**config.mk**
```make
export PLATFORM = sky130hd
export DESIGN_NAME = xreg_ctrl
export DESIGN_NICKNAME = d
export VERILOG_FILES = /design/src/rtl/xreg_ctrl_pkg.sv /design/src/rtl/xreg_strobe_gen.sv /design/src/rtl/xreg_ctrl.sv
export SDC_FILE = /design/constraint.sdc
export NUM_CORES = 1
export LEC_CHECK = 0
export BUFFER_PORTS_ARGS = -buffer_cell sky130_fd_sc_hd__buf_4
export CAP_MARGIN = 15
export CORE_UTILIZATION = 50
export CTS_CLUSTER_SIZE = 20
export DETAILED_ROUTE_END_ITERATION = 8
export PLACE_DENSITY = 0.74
export SYNTH_ARGS = -nofsm -noshare
export SYNTH_HDL_FRONTEND = slang
export SYNTH_SLANG_ARGS = --single-unit
```
**constraint.sdc**
```tcl
create_clock -name clk -period 1.7 [get_ports clk]
set_input_delay 0.085 -clock clk [delete_from_list [all_inputs] [get_ports clk]]
set_output_delay 0.085 -clock clk [all_outputs]
set_load 0.01 [all_outputs]
```
**src/rtl/xreg_ctrl_pkg.sv**
```systemverilog
`default_nettype none
// ============================================================================
// Module      : xreg_ctrl_pkg
// Description : Opcodes, FSM state codes and one-hot select encodings shared
//               by the X register controller and its strobe generator.
// Revision    : 1.0 - initial release
// ============================================================================
package xreg_ctrl_pkg;

    localparam logic [2:0] OP_NOP = 3'd0;
    localparam logic [2:0] OP_CLR = 3'd1;
    localparam logic [2:0] OP_LDP = 3'd2;
    localparam logic [2:0] OP_LDD = 3'd3;
    localparam logic [2:0] OP_SHR = 3'd4;
    localparam logic [2:0] OP_RD  = 3'd5;

    typedef logic [2:0] state_t;

    localparam state_t ST_IDLE   = 3'd0;
    localparam state_t ST_SETUP  = 3'd1;
    localparam state_t ST_STROBE = 3'd2;
    localparam state_t ST_HOLD   = 3'd3;
    localparam state_t ST_REQ    = 3'd4;
    localparam state_t ST_DRIVE  = 3'd5;
    localparam state_t ST_DONE   = 3'd6;

    // Bit order is {xiz, xip, xis, xid}
    localparam logic [3:0] SEL_NONE  = 4'b0000;
    localparam logic [3:0] SEL_ZERO  = 4'b1000;
    localparam logic [3:0] SEL_P     = 4'b0100;
    localparam logic [3:0] SEL_SHIFT = 4'b0010;
    localparam logic [3:0] SEL_DATA  = 4'b0001;

    function automatic logic is_write_op(input logic [2:0] op);
        return (op == OP_CLR) || (op == OP_LDP) || (op == OP_LDD) || (op == OP_SHR);
    endfunction

endpackage
`default_nettype wire

```
**src/rtl/xreg_strobe_gen.sv**
```systemverilog
`default_nettype none
// ============================================================================
// Module      : xreg_strobe_gen
// Description : SETUP/STROBE/HOLD timing sequencer producing the register
//               write clock and a strobe_done indication during HOLD.
// Revision    : 1.0 - initial release
// ============================================================================
module xreg_strobe_gen
    import xreg_ctrl_pkg::*;
#(
    parameter int SETUP_CYC = 1,
    parameter int PULSE_CYC = 1
) (
    input  logic clk,
    input  logic nrst,
    input  logic start,
    output logic wrx,
    output logic setup_last,
    output logic pulse_last,
    output logic strobe_done
);

    localparam int c_MAXC = (SETUP_CYC > PULSE_CYC) ? SETUP_CYC : PULSE_CYC;
    localparam int c_CW   = (c_MAXC > 1) ? $clog2(c_MAXC) : 1;

    localparam logic [1:0] c_PH_IDLE   = 2'd0;
    localparam logic [1:0] c_PH_SETUP  = 2'd1;
    localparam logic [1:0] c_PH_STROBE = 2'd2;
    localparam logic [1:0] c_PH_HOLD   = 2'd3;

    logic [1:0]      r_phase;
    logic [c_CW-1:0] r_cnt;
    logic            r_wrx;

    always_ff @(posedge clk or negedge nrst) begin
        if (!nrst) begin
            r_phase <= c_PH_IDLE;
            r_cnt   <= '0;
            r_wrx   <= 1'b0;
        end else begin
            case (r_phase)
                c_PH_IDLE, c_PH_HOLD: begin
                    // A new start in HOLD chains straight into the next shift step
                    if (start) begin
                        r_phase <= c_PH_SETUP;
                        r_cnt   <= c_CW'(SETUP_CYC - 1);
                    end else begin
                        r_phase <= c_PH_IDLE;
                    end
                end
                c_PH_SETUP: begin
                    if (r_cnt == '0) begin
                        r_phase <= c_PH_STROBE;
                        r_cnt   <= c_CW'(PULSE_CYC - 1);
                        r_wrx   <= 1'b1;
                    end else begin
                        r_cnt <= r_cnt - 1'b1;
                    end
                end
                c_PH_STROBE: begin
                    if (r_cnt == '0) begin
                        r_phase <= c_PH_HOLD;
                        r_wrx   <= 1'b0;
                    end else begin
                        r_cnt <= r_cnt - 1'b1;
                    end
                end
                default: r_phase <= c_PH_IDLE;
            endcase
        end
    end

    assign wrx         = r_wrx;
    assign setup_last  = (r_phase == c_PH_SETUP)  && (r_cnt == '0);
    assign pulse_last  = (r_phase == c_PH_STROBE) && (r_cnt == '0);
    assign strobe_done = (r_phase == c_PH_HOLD);

endmodule
`default_nettype wire

```
**src/rtl/xreg_ctrl.sv**
```systemverilog
`default_nettype none
// ============================================================================
// Module      : xreg_ctrl
// Description : Command sequencer for the X register bit-slice array: select
//               timing around wrx, shift repetition and arbitrated bus reads.
//               Optional grant timeout: define XREG_CTRL_GNT_TIMEOUT_EN.
// Revision    : 1.0 - initial release
// ============================================================================
module xreg_ctrl
    import xreg_ctrl_pkg::*;
#(
    parameter int WIDTH       = 12,
    parameter int SETUP_CYC   = 1,
    parameter int PULSE_CYC   = 1,
    parameter int GNT_TIMEOUT = 15
) (
    input  logic       clk,
    input  logic       nrst,
    input  logic       cmd_valid,
    output logic       cmd_ready,
    input  logic [2:0] cmd_op,
    input  logic [3:0] cmd_count,
    output logic       busy,
    output logic       done,
    output logic       err,
    output logic       xiz,
    output logic       xip,
    output logic       xis,
    output logic       xid,
    output logic       wrx,
    output logic       rdx,
    output logic       abus_req,
    input  logic       abus_gnt
);

    localparam int c_RW = ($clog2(WIDTH + 1) > 5) ? $clog2(WIDTH + 1) : 5;

    state_t          r_state;
    logic [2:0]      r_op;
    logic [c_RW-1:0] r_rem;
    logic [3:0]      r_sel;
    logic            r_ready;
    logic            r_busy;
    logic            r_done;
    logic            r_err;
    logic            r_req;
    logic            r_rdx;

    logic w_start;
    logic w_setup_last;
    logic w_pulse_last;
    logic w_strobe_done;
    logic w_tmo;

    assign w_start = ((r_state == ST_IDLE) && cmd_valid && is_write_op(cmd_op)) ||
                     ((r_state == ST_HOLD) && (r_op == OP_SHR) && (r_rem > c_RW'(1)));

    xreg_strobe_gen #(
        .SETUP_CYC (SETUP_CYC),
        .PULSE_CYC (PULSE_CYC)
    ) u_strobe (
        .clk         (clk),
        .nrst        (nrst),
        .start       (w_start),
        .wrx         (wrx),
        .setup_last  (w_setup_last),
        .pulse_last  (w_pulse_last),
        .strobe_done (w_strobe_done)
    );

`ifdef XREG_CTRL_GNT_TIMEOUT_EN
    logic [3:0] r_tmr;

    // Counts consecutive ungranted REQ cycles; any grant or exit restarts it
    always_ff @(posedge clk or negedge nrst) begin
        if (!nrst) begin
            r_tmr <= 4'd0;
        end else if ((r_state == ST_REQ) && !abus_gnt) begin
            r_tmr <= r_tmr + 4'd1;
        end else begin
            r_tmr <= 4'd0;
        end
    end

    assign w_tmo = (r_state == ST_REQ) && (r_tmr == 4'(GNT_TIMEOUT - 1));
`else
    logic [3:0] w_unused_tmo;
    assign w_unused_tmo = 4'(GNT_TIMEOUT);
    assign w_tmo        = 1'b0;
`endif

    always_ff @(posedge clk or negedge nrst) begin
        if (!nrst) begin
            r_state <= ST_IDLE;
            r_op    <= OP_NOP;
            r_rem   <= '0;
            r_sel   <= SEL_NONE;
            r_ready <= 1'b1;
            r_busy  <= 1'b0;
            r_done  <= 1'b0;
            r_err   <= 1'b0;
            r_req   <= 1'b0;
            r_rdx   <= 1'b0;
        end else begin
            r_done <= 1'b0;
            r_err  <= 1'b0;
            case (r_state)
                ST_IDLE: begin
                    if (cmd_valid) begin
                        r_ready <= 1'b0;
                        r_busy  <= 1'b1;
                        r_op    <= cmd_op;
                        r_rem   <= c_RW'(cmd_count);
                        case (cmd_op)
                            OP_CLR: begin r_sel <= SEL_ZERO;  r_state <= ST_SETUP; end
                            OP_LDP: begin r_sel <= SEL_P;     r_state <= ST_SETUP; end
                            OP_LDD: begin r_sel <= SEL_DATA;  r_state <= ST_SETUP; end
                            OP_SHR: begin
                                r_sel   <= SEL_SHIFT;
                                r_state <= ST_SETUP;
                                if (cmd_count == 4'd0) r_rem <= c_RW'(WIDTH);
                            end
                            OP_RD: begin
                                r_rem   <= c_RW'(cmd_count) + c_RW'(1);
                                r_req   <= 1'b1;
                                r_state <= ST_REQ;
                            end
                            OP_NOP: begin r_done <= 1'b1; r_state <= ST_DONE; end
                            default: begin
                                r_done  <= 1'b1;
                                r_err   <= 1'b1;
                                r_state <= ST_DONE;
                            end
                        endcase
                    end
                end
                ST_SETUP: begin
                    if (w_setup_last) r_state <= ST_STROBE;
                end
                ST_STROBE: begin
                    if (w_pulse_last) r_state <= ST_HOLD;
                end
                ST_HOLD: begin
                    if (w_strobe_done) begin
                        if ((r_op == OP_SHR) && (r_rem > c_RW'(1))) begin
                            r_rem   <= r_rem - c_RW'(1);
                            r_state <= ST_SETUP;
                        end else begin
                            r_sel   <= SEL_NONE;
                            r_done  <= 1'b1;
                            r_state <= ST_DONE;
                        end
                    end
                end
                ST_REQ: begin
                    if (abus_gnt) begin
                        r_rdx   <= 1'b1;
                        r_state <= ST_DRIVE;
                    end else if (w_tmo) begin
                        r_req   <= 1'b0;
                        r_done  <= 1'b1;
                        r_err   <= 1'b1;
                        r_state <= ST_DONE;
                    end
                end
                ST_DRIVE: begin
                    // rdx is high for every DRIVE cycle, so each one consumes a count
                    r_rem <= r_rem - c_RW'(1);
                    if (r_rem == c_RW'(1)) begin
                        r_rdx   <= 1'b0;
                        r_req   <= 1'b0;
                        r_done  <= 1'b1;
                        r_state <= ST_DONE;
                    end else if (!abus_gnt) begin
                        r_rdx   <= 1'b0;
                        r_state <= ST_REQ;
                    end
                end
                ST_DONE: begin
                    r_ready <= 1'b1;
                    r_busy  <= 1'b0;
                    r_state <= ST_IDLE;
                end
                default: begin
                    r_sel   <= SEL_NONE;
                    r_req   <= 1'b0;
                    r_rdx   <= 1'b0;
                    r_ready <= 1'b1;
                    r_busy  <= 1'b0;
                    r_state <= ST_IDLE;
                end
            endcase
        end
    end

    assign cmd_ready = r_ready;
    assign busy      = r_busy;
    assign done      = r_done;
    assign err       = r_err;
    assign xiz       = r_sel[3];
    assign xip       = r_sel[2];
    assign xis       = r_sel[1];
    assign xid       = r_sel[0];
    assign rdx       = r_rdx;
    assign abus_req  = r_req;

endmodule
`default_nettype wire
```
# == After elaboration in Yosys (flattened, before gate mapping) ==
# Index checks and enable logic that the tools add are counted.
# classes
add_sub_neg,3
n_lt_le_gt_ge,1
n_eq_ne,30
mux,52
bitwise_logic,5
reduce_logical,35
# op_table
op,count
OR reduction 5 bit,5
two-way mux 3 bit,8
two-way mux 1 bit,21
equality test 3 bit (second input constant),6
one-hot mux 3 bit (6 select lines),1
two-way mux 4 bit,4
one-hot mux 4 bit (4 select lines),1
two-way mux 5 bit,3
one-hot mux 5 bit (3 select lines),1
equality test 3 x 2 -> 1 bit (second input constant),4
!= test 2 x 1 -> 1 bit (second input constant),6
!= test 2 bit (second input constant),6
one-hot mux 4 bit (3 select lines),1
one-hot mux 5 bit (2 select lines),1
one-hot mux 1 bit (3 select lines),3
one-hot mux 1 bit (2 select lines),4
AND reduction 4 bit,2
logical AND 1 bit,7
equality test 3 x 1 -> 1 bit (second input constant),2
zero test 3 bit,2
one-hot mux 2 bit (3 select lines),1
one-hot mux 3 bit (2 select lines),1
AND reduction 2 bit,3
AND reduction 3 bit,2
other kinds (21),31
# totals
register_bits,25
input_bits,11
output_inout_bits,11
elab_cells,139

# == Depth between registers and ports, before layout ==
# depth
word_depth,8
ltp_mapped,7
mapped_depth_nobuf,6

# == Hierarchy ==
# Synthesis repeated with hierarchy kept, for this count alone.
# unflattened
cells_unflattened,179
area_unflattened_um2,1639.1
# modules_own_cells
module,n_inst,cells_each,area_per_inst_um2,seq_area_each_um2
xreg_ctrl,1,166,1476.4,526.8
xreg_strobe_gen,1,13,162.7,75.1

# == Worst setup path before layout ==
# OpenSTA, ideal clock, no wires.
# synth_timing
kind,reg2reg
startpoint,register r_rem[1]
endpoint,register r_sel[0]
setup_time_ps,125
t_arrival_ps,1700
required_time_ps,1575
setup_slack_ps,-125
path_stages_with_launch,8
path_buffers,1
period_less_slack_ps,1825
cell_sequence,dfrtp_1 inv_1 ha_1 or4b_1 buf_6 o2111ai_4 o21ai_4 mux2_4
# synth_between
elab_chain_cells,4
# synth_lines
item,line,rtl
from (decl),xreg_ctrl.sv:40,logic [c_RW-1:0] r_rem;
from (signal assigned),xreg_ctrl.sv:113,r_rem <= c_RW'(cmd_count);
from (signal assigned),xreg_ctrl.sv:121,if (cmd_count == 4'd0) r_rem <= c_RW'(WIDTH);
from (signal assigned),xreg_ctrl.sv:124,r_rem <= c_RW'(cmd_count) + c_RW'(1);
greater-than comparator 5 x 1 -> 1 bit,xreg_ctrl.sv:145,if ((r_op == OP_SHR) && (r_rem > c_RW'(1))) begin
logical AND 1 bit,xreg_ctrl.sv:145,
!= test 2 bit (no source line),n/a,
AND reduction 5 bit (no source line),n/a,
to (signal assigned),xreg_ctrl.sv:119,r_sel <= SEL_SHIFT;
to (signal assigned),xreg_ctrl.sv:149,r_sel <= SEL_NONE;
to (signal assigned),xreg_ctrl.sv:185,r_sel <= SEL_NONE;
to (decl),xreg_ctrl.sv:41,logic [3:0] r_sel;
# No other way between the ends.
# A chain may end at the register's enable or synchronous reset.

# == Worst setup path after layout ==
# layout_timing
startpoint,register r_rem[1]
endpoint,register r_sel[3]
# The elaborated chain is that of the path after synthesis.

==> metrics.md <==
| Metric | Value |
|---|---|
| # nets final | `252` |
| 1st-pass router iterations | `4` |
| RSZ-0062 raised after global routing | `true` |
| Combinational Power Share | `63.3%` |
| Post-Synth Adder-Cell Area | `6.254%` |
| Primary FF master, synth | `dfrtp_1` |
| GR Layer Usage met3 | `2.692%` |
| Compound-Gate Fraction of Synth Area | `26.55%` |
| Most frequent cell after synthesis | `dfrtp_1` |
| Worst setup margin | `-0.1192 ns` |
| Initial DRC Count | `138` |
| Power Density | `1690 nW/um2` |
| Critical Path RT | `1.92 ns` |
| Final setup viols | `14` |
| Tmin final | `1.819 ns` |
| Post-DP Area | `2143 um2` |
| Clock transition at path regs | `0.14 ns` |
| EDFF count, synth | `0` |
| Avg Vias per Cell | `6.040` |
| Avg Cell Area, Syn | `9.526 um2` |
| Sink Count | `24` |
| Multi-input gate area | `1131 um2` |
| Failing checks | `setup timing` |
| Synthesized Nets | `209` |
| Vias | `1673` |
| Core area | `3390 um2` |
| R2R depth | `4` |
| CTS tree | `built` |
| Crit-path max FO | `4` |
| Post-Synth XOR/XNOR Area | `0.9034%` |
| Max-cap check violation count | `0` |
| Leakage | `0.001049 uW` |
| Global route hottest layer | `met2` |
| Clock share of power | `10.7%` |
| FP Rows | `21` |
| Switching share of power | `42.21%` |
| Initial antenna violation count | `0` |
| Ant. Diodes | `0` |
| Post-Route WL | `4501 um` |
| DRC Markers | `0` |
| Worst Path Arrival | `2.04 ns` |
| H-tree depth | `1` |
| NetSw | `1620 uW` |
| Design Area, Final | `2271 um2` |
| Int Pwr | `2218 uW` |
| Slew HR | `73.23%` |
| Layout Cells excl Fill | `277` |
| Worst-Margin Slew | `0.3985 ns` |
| Port Buffers | `21` |
| Critical Path Sink Type | `register` |
| GRT Resource Usage Total | `25.53%` |
| Vias in the first global route | `1640` |
| Synth top area share | `31.97%` |
| Max-slew violation count | `0` |
| Main area contributors after synthesis | `dfrtp_1 32%, ha_1 6.3%, nand2_1 3.5%, mux2_4 3.3%, inv_1 2.9%` |
| Initial Util | `53.12%` |
| Crit path kind | `register to register` |
| Largest net degree at the start of global routing | `25` |
| Sequential area share after synthesis | `33.43%` |
| First-pass GRT wire length | `7196 um` |
| Ys async rst share | `100.0%` |
| Layout cells sized above 1 | `33.77%` |
| Dpl cells | `270` |
| GP Congestion | `0.9749` |
| CTS Buffer Depth | `2` |
| Drt wl/cell | `16.25 um` |
| Area Growth Syn to Fin | `26.13%` |
| CP Launch Type | `register` |
| Synth Register Bits | `24` |
| Sequential share of power | `26.0%` |
| Fraction of the cycle the final worst path needs | `107.0%` |
| Outcome | `finished with violations` |
| Post-route antenna net violation count | `0` |
| Filler cells | `262` |
| Top cell type by total area after synthesis | `dfrtp_1` |
| Combinational family with the most area after synthesis | `compound AO/OA/AOI/OAI gates` |
| Storage cell area | `603.1 um2` |
| GR Layer Usage met1 | `31.11%` |
| Worst Skew | `0.01285 ns` |
| Synth unique cells | `57` |
| Die Ht | `62.01 um` |
| Mapped Area | `1800 um2` |
| Tot Pwr | `3838 uW` |
| Die X | `62.01 um` |
| CTS root buffer | `clkbuf_4` |
| Met2 Usage GRT | `44.53%` |
| Commonest cells post-synth | `23 x dfrtp_1, 17 x nand2_1, 14 x inv_1` |
| Final Hold Viols | `0` |
| Clk_lat worst skew | `0.32 ns` |
| Min-Delay Path Class | `primary input to register` |
| GRT overflow | `0` |
| IO Pins | `22` |
| Mux cell area share after synthesis | `6.115%` |
| Final HPWL DP | `3407 um` |
| CTS buffer count | `3` |
| Worst Hold Depth | `3` |
| Post-synthesis simple-gate area fraction | `20.50%` |
| Die Footprint | `3845 um2` |
| VDD IR max | `706.0 uV` |
| Yosys Warn Count | `0` |
| Cells after Synth | `189` |
| Fmax | `549.7 MHz` |
## power groups by stage
stage	registers [uW]	clock network (uW)	logic, uW
6_report	998	411	2430
5_1_grt	1030	442	2630
4_1_cts	989	416	2380
3_5_place_dp	1000	0	2270
3_3_place_gp	981	0	2210
2_1_floorplan	1050	0	1380
## sequential cells by signal, indices dropped and copies added (netlist names)
signal and count:
r_op 3, r_sel 4, busy 1, rdx 1
r_state 3, done 1, u_strobe.r_phase 2, cmd_ready 1
r_rem 5, err 1, u_strobe.wrx 1, abus_req 1
## timing repair
action / 4_1_cts / 5_1_grt
pin swaps: 8 / 5
resized for setup: 7 / 4
hold buffers: 1 / 0
setup endpoints to repair: 15 / 15
setup buffers: 2 / 0
hold endpoints to repair: 24 / 0
## layer usage
layer | share of wire, % | routed length (um)
met5 | 0 | 0
met3 | 4.0 | 180
met4 | 3.1 | 140
met2 | 52 | 2344
met1 | 41 | 1835
## cell type report
| cell class | count | area share [%] |
|---|---|---|
| clock buffer | 3 | 0.9917 |
| clock inverter | 1 | 1.322 |
| inverter | 14 | 2.314 |
| multi-input combinational | 140 | 49.81 |
| sequential | 24 | 26.56 |
| tap | 46 | 2.534 |
| timing repair buffer | 49 | 16.47 |
## critical path, stage by stage, from the launching register on
cell and delay [ns]:
dfrtp_1 0.43, or4_4 0.58, o2111ai_4 0.28, o21ai_4 0.13, mux2_4 0.31
## through the flow
| stage | TNS, ns | hold slack, ns | setup WS (ns) | util [%] |
|---|---|---|---|---|
| after floorplan | -0.4092 | -0.2106 | -0.09342 | - |
| after global placement | -1.535 | -0.007999 | -0.1619 | 63.23 |
| after detailed placement | -2.113 | -0.0003527 | -0.2058 | 63.23 |
| after CTS | -0.6879 | 0.04905 | -0.08992 | 66.45 |
| after global routing | -1.742 | 0.05063 | -0.1540 | 67.00 |
| final | -1.002 | 0.05693 | -0.1192 | 67.00 |
## cells by family (layout without fill, tap and decap cells)
| kind of cell | Yosys count | count (layout) |
|---|---|---|
| compound gates | 58 | 58 |
| fa+ha+maj | 9 | 9 |
| flops | 24 | 24 |
| mux | 9 | 9 |
| buf+inv | 25 | 67 |
| xor+xnor | 1 | 1 |
| simple gates | 63 | 63 |
## cell usage in the layout (no fill, tap or decap), types with 2 or more instances in the layout
cell / instances
a21oi_1: 8
o221ai_2: 2
nand4b_1: 2
o21a_1: 3
nor2_1: 9
nand2b_1: 4
o21ai_0: 5
mux2i_1: 5
dfrtp_1: 22
nor3_1: 3
nor3b_1: 3
buf_4: 47
or3_1: 2
a31oi_1: 5
o311ai_0: 2
ha_1: 8
nand2_1: 16
inv_1: 13
and4b_1: 2
o22ai_1: 2
mux2_4: 4
o211ai_1: 4
a211oi_1: 4
clkbuf_4: 3
or4b_4: 2
nor2b_1: 4
a22o_1: 4
nand3_1: 7
## path summary, 6_finish.rpt
path | slack, ns | endpoint | start
min | 0.06 | r_op[1]$_DFFE_PN0P_ | cmd_op[1]
max | -0.12 | r_sel[3]$_DFFE_PN0P_ | r_rem[1]$_DFFE_PN0P_
max reg2reg | -0.12 | r_sel[3]$_DFFE_PN0P_ | r_rem[1]$_DFFE_PN0P_
max in group asynchronous | 1.23 | cmd_ready$_DFFE_PN1P_ | nrst
min reg2reg | 0.49 | r_op[0]$_DFFE_PN0P_ | r_op[0]$_DFFE_PN0P_
min in group asynchronous | 0.19 | r_op[2]$_DFFE_PN0P_ | nrst
Power figures use the tool's default switching activity.
